===== config.mk =====
export PLATFORM = sky130hd
export DESIGN_NAME = bit_serializer
export DESIGN_NICKNAME = d
export VERILOG_FILES = /design/src/rtl/bit_serializer.sv
export SDC_FILE = /design/constraint.sdc
export NUM_CORES = 1
export LEC_CHECK = 0
export CAP_MARGIN = 20
export CELL_PAD_IN_SITES_DETAIL_PLACEMENT = 1
export CELL_PAD_IN_SITES_GLOBAL_PLACEMENT = 2
export CORE_MARGIN = 5
export CORE_UTILIZATION = 30
export CTS_CLUSTER_SIZE = 40
export DETAILED_ROUTE_END_ITERATION = 8
export PLACE_DENSITY = 0.82
export REMOVE_ABC_BUFFERS = 1
export SLEW_MARGIN = 15
export SYNTH_ARGS = -nofsm -noshare
export SYNTH_HDL_FRONTEND = slang
export SYNTH_SLANG_ARGS = --single-unit

===== constraint.sdc =====
create_clock -name clk -period 2.05 [get_ports clk]
set_input_delay 0.3075 -clock clk [delete_from_list [all_inputs] [get_ports clk]]
set_output_delay 0.3075 -clock clk [all_outputs]
set_load 0.03 [all_outputs]

===== src/rtl/bit_serializer.sv =====
// bit_serializer: parallel-to-serial converter with a ready/valid upstream
// handshake, a pause input that freezes the stream, and a one-cycle done
// flag on the last bit of each word. Back-to-back words stream gap-free.
module bit_serializer #(
    parameter int WIDTH      = 8,
    parameter bit MSB_FIRST  = 1'b1,
    parameter bit IDLE_LEVEL = 1'b0
) (
    input  logic             clk,
    input  logic             reset_n,
    input  logic [WIDTH-1:0] in_data,
    input  logic             in_valid,
    output logic             in_ready,
    input  logic             pause,
    output logic             x,
    output logic             x_valid,
    output logic             done
);

    localparam int CW = $clog2(WIDTH);

    localparam logic [0:0] ST_IDLE  = 1'b0;
    localparam logic [0:0] ST_SHIFT = 1'b1;

    localparam logic [CW-1:0] LAST_COUNT = CW'(WIDTH - 1);

    logic [0:0]       state_reg;
    logic [CW-1:0]    count_reg;
    logic [WIDTH-1:0] shift_reg;
    logic             x_reg;
    logic             x_valid_reg;

    logic             accept;
    logic             at_last;
    logic             emit_bit;
    logic             load_bit;
    logic [WIDTH-1:0] shifted;
    logic [WIDTH-1:0] load_shifted;

    // The bit currently on x lives in x_reg; shift_reg holds the word already
    // advanced by one position, so its emitting end is always the next bit.
    // That keeps every register bit in use and x a plain flop output.
    if (MSB_FIRST) begin : g_msb
        assign emit_bit     = shift_reg[WIDTH-1];
        assign shifted      = {shift_reg[WIDTH-2:0], 1'b0};
        assign load_bit     = in_data[WIDTH-1];
        assign load_shifted = {in_data[WIDTH-2:0], 1'b0};
    end else begin : g_lsb
        assign emit_bit     = shift_reg[0];
        assign shifted      = {1'b0, shift_reg[WIDTH-1:1]};
        assign load_bit     = in_data[0];
        assign load_shifted = {1'b0, in_data[WIDTH-1:1]};
    end

    // Handshake and end-of-word flags; pause suppresses both done and the
    // mid-stream ready so a frozen last bit cannot be overwritten.
    always_comb begin
        at_last  = (state_reg == ST_SHIFT) && (count_reg == LAST_COUNT);
        done     = at_last && !pause;
        in_ready = (state_reg == ST_IDLE) || done;
        accept   = in_valid && in_ready;
    end

    // State, bit counter, shift register and registered serial outputs.
    always_ff @(posedge clk or negedge reset_n) begin
        if (!reset_n) begin
            state_reg   <= ST_IDLE;
            count_reg   <= '0;
            shift_reg   <= '0;
            x_reg       <= IDLE_LEVEL;
            x_valid_reg <= 1'b0;
        end else if (accept) begin
            // Covers both a fresh start from IDLE and a reload on the done edge.
            state_reg   <= ST_SHIFT;
            count_reg   <= '0;
            shift_reg   <= load_shifted;
            x_reg       <= load_bit;
            x_valid_reg <= 1'b1;
        end else if (state_reg == ST_SHIFT && !pause) begin
            if (count_reg == LAST_COUNT) begin
                state_reg   <= ST_IDLE;
                count_reg   <= '0;
                shift_reg   <= '0;
                x_reg       <= IDLE_LEVEL;
                x_valid_reg <= 1'b0;
            end else begin
                count_reg <= count_reg + CW'(1);
                shift_reg <= shifted;
                x_reg     <= emit_bit;
            end
        end
    end

    assign x       = x_reg;
    assign x_valid = x_valid_reg;

endmodule


* Word level (Yosys, flattened, before mapping)
Index checks and enable logic that the tools add are counted.
** Storage, ports and cells
- Output and inout bits :: 4
- Register bits :: 13
- Input bits :: 12
** Operators by class
- Add/subtract/negate cells :: 1
- Multiplexer cells :: 12
- Reduce and logical (&&, ||, !) cells :: 9
- Equality and inequality tests :: 1
- Bitwise gates (word level) :: 1
** Operators with widths (count)
- $mux 8 :: 3
- $mux 3 :: 3
- $mux 1 :: 6
- $logic_and 1x1->1 :: 4
- $reduce_bool 2->1 :: 2
- $add 3x1->3 const B :: 1
- $eq 3x3->1 const B :: 1
- $reduce_and 2->1 :: 1
- $logic_not 1->1 :: 1
- $logic_or 1x1->1 :: 1
- $not 1->1 :: 1

* Depth between registers and ports, before layout
- Word-level depth :: 7
- Mapped depth :: 6
- Gate-level depth less buffers :: 5

* Least setup slack after synthesis
OpenSTA, ideal clock, no wires.
- Path kind :: flip-flop to output port
- From :: register count_reg[0]
- To :: output done
- Buffers on the path :: 0
- Slack :: 0.161 ns
- Data required time :: 1.742 ns
- Cell stages (with the launch flop) :: 5
- Arrival time :: 1.582 ns
- Path through :: dfrtp_1 ha_1 ha_1 clkinv_1 nor3_1
** On the way
- Word-level cells in the longest chain between the ends :: 3
** RTL lines
- start: declaration :: RTL line 28 : logic [CW-1:0] count_reg;
- start signal: assignment :: RTL line 87 : count_reg <= count_reg + CW'(1);
- $eq 3x3->1 :: RTL line 58 : at_last = (state_reg == ST_SHIFT) && (count_reg == LAST_COUNT);
- $logic_and 1x1->1 :: RTL line 58
- $logic_and 1x1->1 :: RTL line 59 : done = at_last && !pause;
- end: declaration :: RTL line 17 : output logic done
No other way between the ends.

==> impl_results.md <==
- Post-synth EDFFs: 0
- Clock network fraction of total power: 15.5%
- Seq pwr share: 42.0%
- Finished Core Util: 39.2%
- Antenna viol nets, final: 0
- Ratio of cells with drive above 1 in the final layout: 11.3%
- RSZ-0062 raised after global routing: false
- Clock Skew: 0.00446 ns
- Gr usage total: 13.4%
- Crit Reg-Reg Startpoint: count_reg[0]$_DFFE_PN0P_
- Pleak: 0.000443 uW
- CP max stage cell: dfrtp_1
- Internal Power: 598 uW
- CP Data Required Time: 1.74 ns
- IO Port Bufs: 15
- DPL Wire Length: 1500 um
- Worst setup margin: 0.221 ns
- Synthesized area: 762 um^2
- Crit path depth: 4
- Overall die height: 60.4 um
- Avg Inst Size Synth: 9.52 um^2
- Initial DRC Count: 19
- Final min period: 1.83 ns
- Seq. cell area: 300 um^2
- Filler Cell Count: 297
- Worst Tran Pin Value: 0.595 ns
- Hold Fails Final Rpt: 0
- Fin crit share: 89.2%
- Finished Layout Cells: 127
- CP cell instances: buf_4, inv_1, nor3_1, buf_4
- Critical path data arrival time: 1.52 ns
- Max Fclk: 547 MHz
- Setup bufs post-CTS: 0
- Latest clock arrival within the worst-skew pair: 0.27 ns
- CP Launch Type: register
- Area Overhead vs Synth: 26.3%
- Pwr Density: 997 nW/um^2
- Largest net degree at the start of global routing: 14
- Gpl congestion: 0.734
- Commonest non-fill, non-tap cell in the layout: clkdlybuf4s50_1
- Critical path's largest stage delay: 0.51 ns
- Clk root buf: clkbuf_4
- Yosys warnings: 0
- Core area: 2450 um^2
- Max reg flops: 7
- Diodes inserted: 0
- CP startpoint: x_valid$_DFFE_PN0P_
- Status: finished clean
- Pins Over Slew Limit: 0
- Hold crit path type: in -> async
- Overflow after GRT: 0
- Via Count: 709
- First-pass GRT wire length: 3690 um
- Maximum vdd drop: 0.563 mV
- Worst Path Max Fanout: 10
- # setup viols final: 0
- Slew margin rel.: 60.2%
- Footprint of the multi-input gates: 412 um^2
- CTS tree: done
- CP Buf/Inv Count: 3
- Reg clk slew, reported paths: 0.08 ns
- Final WL: 2090 um
- Setup TNS: 0 ns
- 1st-pass router iterations: 4
- Final net count: 113
- Row Count: 18
- Max cap viols: 0
- Post-synthesis sequential area ratio: 39.4%
- Die ar.: 3650 um^2
- Die Span X: 60.4 um
- Most used cell, CP: buf_4
- Most frequent cells in the layout: clkdlybuf4s50_1, dfrtp_1, a21oi_1
- CTS H-Tree Depth: 1
- DRC: 0
- Wire per inst: 16.5 um
- Clk buf depth: 2
- Clock Sink Count: 12
- Ys async rst share: 100%
- Post-Place Worst Slack: 0.278 ns
- Worst Setup End Kind: primary output
- Crit Path Class: reg -> out
- Main flop type after synthesis: dfrtp_1
- Combinational power share: 42.5%
- Post-cts sizing count: 0
- CTS buffer count: 3
- Via-to-Cell Ratio: 5.58
- Net Sw Power: 361 uW
- Number of hold buffers added after CTS: 0
- Distinct cells, synth: 26
- Antenna violations before repair: 0
- Placed cells: 124
- Flops & latches, synth: 12
- Io pins: 16
- Starting Density: 31.0%
- Mapped Cells: 80
- CP top delay family: buffers and inverters
- Cell depth of the worst flop-to-flop path: 6
- Vias in the first global route: 773
- Sw frac: 37.6%
[worst paths after layout]
path | endpoint | slack (ns)
hold reg to reg | x$_DFFE_PN0P_ | 0.53
min in group clk | x$_DFFE_PN0P_ | 0.53
max in group asynchronous | shift_reg[2]$_DFFE_PN0P_ | 1.26
setup / recovery | done | 0.22
hold / removal | x$_DFFE_PN0P_ | 0.41
setup reg to reg | count_reg[1]$_DFFE_PN0P_ | 0.49
[cells by family after synthesis]
kind of cell               share of synthesized area [%]
AOI/OAI and AO/OA                                   20.0
adders and majority gates                           3.28
buffers and inverters                               6.57
DFF                                                 39.4
muxes                                               10.5
and+or+nand+nor                                     20.2
[area by class of cell]
type / count / share of cell area (%)
inverters: 2 / 0.780
clock buffers: 3 / 2.34
multi-input cells: 60 / 42.8
well taps: 30 / 3.90
repair buffers: 20 / 19.0
flip-flops and latches: 12 / 31.2
[stage by stage]
| step | instance area (um^2) | total power [uW] | hold WS [ns] |
|---|---|---|---|
| floorplan | 719 | 659 | 0.0119 |
| global placement | 940 | 801 | 0.499 |
| detailed placement | 940 | 815 | 0.516 |
| CTS | 962 | 976 | 0.426 |
| global route | 962 | 1050 | 0.449 |
| finish | 962 | 959 | 0.406 |
[power groups by stage]
stage / Clock [uW] / Sequential [uW] / Combinational (uW)
2_1_floorplan: 0 / 409 / 250
3_3_place_gp: 0 / 401 / 400
3_5_place_dp: 0 / 406 / 409
4_1_cts: 157 / 403 / 417
5_1_grt: 167 / 419 / 466
6_report: 149 / 403 / 407
[Yosys cell counts, drive strengths merged, types with 2 or more instances]
| cell | count | area (um^2) |
|---|---|---|
| and3 | 7 | 43.8 |
| o221ai | 7 | 61.3 |
| ha | 2 | 25.0 |
| o21ai | 2 | 10.0 |
| nand2 | 9 | 33.8 |
| nor3 | 2 | 10.0 |
| nand2b | 2 | 20.0 |
| a22o | 2 | 17.5 |
| mux2i | 8 | 80.1 |
| a21oi | 10 | 50.1 |
| dfrtp | 12 | 300 |
| buf | 6 | 42.5 |
[layer usage]
metal | share of wire [%] | wire length, um | vias up | global-route usage, %
met4 | 0.67 | 14 | 0 | 2.85
met5 | 0 | 0 | - | 0
met1 | 43 | 909 | 358 | 16.6
met2 | 50 | 1050 | 13 | 22.7
li1 | - | - | 336 | -
met3 | 5.5 | 115 | 2 | 4.47
No activity file was read; power rests on OpenSTA's default activity.
==> RTL edit 1: new RTL, same settings <==
Change the parameter `WIDTH` from 8 to 4.
--- a/src/rtl/bit_serializer.sv
+++ b/src/rtl/bit_serializer.sv
@@ -2,7 +2,7 @@
 // handshake, a pause input that freezes the stream, and a one-cycle done
 // flag on the last bit of each word. Back-to-back words stream gap-free.
 module bit_serializer #(
-    parameter int WIDTH      = 8,
+    parameter int WIDTH      = 4,
     parameter bit MSB_FIRST  = 1'b1,
     parameter bit IDLE_LEVEL = 1'b0
 ) (
Ports: changed (resized in_data); port bits go from 16 to 12. The function was not compared with the original's and may differ.
==> RTL edit 1 against the original RTL <==
Worst setup slack worse by 43 ps. Cell area is 42% lower. Sequential cell count is 5 lower. Total power is 32% lower. Worst hold slack worse by 98 ps. Die area is 38% lower. Largest cell class unchanged. Wire length is 49% lower. Highest routed layer unchanged. Critical path depth stayed put. Clock power is 12% lower. Synthesized area is 44% lower.
==> RTL edit 1: results (changes against the original RTL) <==
metric,value,unit,change
status,finished clean,,
setup.reg_to_reg.worst_slack,720,ps,+230 ps
port_buffers,11,,-4
fillers,149,,-50%
layout.nets,66,,-42%
cts_resized,0,,unchanged
syn_to_final_growth,31.47,%,
worstPathArrival,1560,ps,+40 ps
clk_share,4.698,%,+2.4 points
gp_congestion,0.7333,,about the same
grt_pass1_wl,1814,um,-51%
largest_reg_flops,3,,-4
cts_buffers,3,,unchanged
fin_worst_skew,10.15,ps,+5.691 ps
intPower,403.9,uW,-32%
multi_input_area_share,39.15,%,-3.6 points
wl_per_cell,15.03,um,-8.7%
vias_per_cell,5.408,,-3.1%
drt_iter0_drc,12,,-7
synth-seq-cells,7,,-5
irDropWorstVdd,0.0003983,V,-29%
synth_area_leaders,"dfrtp_1, mux2i_1, and3_1, a211oi_1, o21ai_0",,
use_met1,15.42,%,-1.2 points
path_clk_slew,60,ps,-20 ps
synth.distinct_cells,22,,-15%
grt_use_total,12.24,%,-1.2 points
insertion_delay,260,ps,
critPathSlowestCell,dfrtp_1,,
met3WireLength,45,um,-61%
p_leak,0.2555,nW,-42%
r2r_cells,4,,-2
nNonClkBuffers,12,,-40%
met3_usage,3.383,%,-1.1 points
synth_commonest_cells,"dfrtp_1, and3_1, mux2i_1, o21ai_0",,
use_met2,17.38,%,-5.3 points
clock_path_buffers,2,,unchanged
clock_buffers,4,,+1
clockPowerShare,20.0,%,+4.5 points
path_delay_family,flip-flops,,
dpl_cell_area,533.0,um2,-43%
critPathMaxStageDelay,410,ps,-100 ps
seqPwrFrac,35.8,%,-6.2 points
hpwlAfterDp,792.5,um,-47%
seqCellArea,175.2,um2,-42%
dp_slack,269.1,ps,-9.143 ps
r2r_end,x$_DFFE_PN0P_,,
drive_gt1_share,12.50,%,+1.2 points
grt_pass1_vias,417,,-46%
ys_warn_count,0,,unchanged
layout.nonclk_buf_share,20.13,%,+1.1 points
seq_area_frac_synth,41.18,%,+1.8 points
routedLengthMet1,537,um,-41%
multi_input_gates,31,,-48%
worst-path-max-fanout,8,,-2
seq_share,31.32,%,+0.11 points
wl_met2,465,um,-56%
tightestPinTransition,482.3,ps,-113.1 ps
[RTL edit 1: changes by cell type after synthesis, moves of 4 or more]
cell,before,now
a21oi_1,10,0
mux2i_1,8,4
dfrtp_1,12,7
o221ai_1,7,0
nand2_1,9,1
buf_4,5,1
[RTL edit 1: cells by family (layout without fill, tap and decap cells)]
group	Yosys count	in the layout	share of synthesized area (%)
flip-flops	7	7	41.18
buffers and inverters	5	18	7.353
AO/OA/AOI/OAI	15	15	24.12
adder cells (fa/ha/maj)	1	1	2.941
multiplexers	4	4	9.412
AND/OR/NAND/NOR	11	11	15.00
[RTL edit 1: through the flow]
step	power, mW	instances	hold slack (ps)
after global placement	0.5185	67	531.2
after detailed placement	0.5302	67	546.3
after floorplan	0.4152	40	11.91
final	0.6562	71	308.6
after global routing	0.7052	71	331.4
after CTS	0.6651	71	312.0
[RTL edit 1: worst max-delay path by stage]
stage	endpoint	slack, ps
finish	in_ready	180
global route	in_ready	60
CTS	in_ready	170
detailed placement	done	270
global placement	done	290
floorplan	in_ready	290
==> RTL edit 2: new RTL, config.mk and constraints unchanged <==
Without the edit above. Reset style: synchronous (`reset_n`), changed in one clocked block.
--- a/src/rtl/bit_serializer.sv
+++ b/src/rtl/bit_serializer.sv
@@ -62,7 +62,7 @@
     end
 
     // State, bit counter, shift register and registered serial outputs.
-    always_ff @(posedge clk or negedge reset_n) begin
+    always_ff @(posedge clk) begin
         if (!reset_n) begin
             state_reg   <= ST_IDLE;
             count_reg   <= '0;
Behaviour: differs if reset_n is asserted again (counterexample within 4 cycles, from zero or initial values and one cycle with reset_n low); with reset_n held inactive, the same outputs for 10 cycles.
==> RTL edit 2 against the original RTL <==
Final cell count grew 0.79%. Sequential share of layout area fell by 6.3 points. Wire length fell by 12%. Critical path type unchanged. Synthesized area fell by 1.3%. Sequential cell count unchanged. Highest routed layer unchanged. Worst setup slack worse by 17 ps. Die area shrank 1.1%. Cell area rose by 0.39%.
Power is not compared: it rests on default switching activity, and its combinational part moved more than twofold at a synthesized area within 25%.
==> RTL edit 2: results (changes against the original RTL) <==
metric,value,unit,change
grt_max_degree,18,,+4
grt_use_total,11.83,%,-1.6 points
setup.reg_to_reg.worst_slack,560,ps,+70 ps
dp_slack,375.4,ps,+97.14 ps
hold_slack,556.3,ps,+150.2 ps
worst-path-max-fanout,7,,-3
synth_area_leaders,"dfxtp_1, nor2b_1, mux2_1, a31oi_1, mux2i_1",,
wl_per_cell,14.31,um,-13%
drive_gt1_share,17.35,%,+6.0 points
path_delay_family,adder cells,,
synth_commonest_cells,"dfxtp_1, nor2b_1, a31oi_1, a21oi_1",,
critPathMaxStageDelay,320,ps,-190 ps
vias,649,,-8.5%
status,finished clean,,
worstPathArrival,1540,ps,+20 ps
seq_area_frac_synth,31.95,%,-7.5 points
hpwlAfterDp,1371,um,-8.9%
crit_path_start,count_reg[0]$_SDFFE_PP0P_,,
async_flop_share,0,%,-100 points
drt_iter0_drc,9,,-10
fin_cells,128,,+0.79%
dpl_cell_area,943.4,um2,+0.40%
hold_class,reg -> reg,,
irDropWorstVdd,0.0003161,V,
r2r_end,shift_reg[6]$_SDFFE_PN0P_,,
fin_ws,204.5,ps,-16.75 ps
gp_congestion,0.6782,,-7.6%
cts.htree.levels,1,,unchanged
grt_pass1_wl,3187,um,-14%
fin_worst_skew,5.021,ps,+0.5616 ps
grt_pass1_vias,696,,-10%
layout.nets,114,,+0.88%
RTL edit 2: tightest hold or removal path: stages (launching register included):
cell	delay, ps
dfxtp_1	330
nor3_1	60
a211oi_2	130
RTL edit 2: cells by family (layout without fill, tap and decap cells):
| logic type | Yosys count | after routing | share of synthesized area [%] |
|---|---|---|---|
| simple gates | 28 | 28 | 24.62 |
| buf+inv | 7 | 24 | 6.488 |
| fa+ha+maj | 2 | 2 | 3.327 |
| compound gates | 24 | 24 | 22.30 |
| mux | 8 | 8 | 11.31 |
| flops | 12 | 12 | 31.95 |
RTL edit 2: metal layers:
metal  vias up  part of all wire, %  wire length (um)  GRT usage [%]
met1       304                   47               858          14.60
met2        10                   48               882          19.44
li1        333                    -                 -              -
met3         2                  3.5                64          3.240
met4         0                  1.4                25          4.430
met5         -                    0                 0              0
RTL edit 2: layout make-up:
| type | count | area [um2] |
|---|---|---|
| tap | 30 | 37.54 |
| clock buffer | 3 | 22.52 |
| multi-input combinational | 62 | 462.9 |
| timing repair buffer | 21 | 202.7 |
| fill | 282 | 1466 |
| sequential | 12 | 240.2 |
RTL edit 2: power groups by stage:
| stage | combinational, mW | sequential, mW | clock (mW) |
|---|---|---|---|
| after floorplan | 0.0670 | 0.272 | 0 |
| after global placement | 0.137 | 0.264 | 0 |
| after detailed placement | 0.141 | 0.264 | 0 |
| after CTS | 0.142 | 0.259 | 0.153 |
| after global routing | 0.154 | 0.262 | 0.155 |
| final | 0.139 | 0.259 | 0.144 |
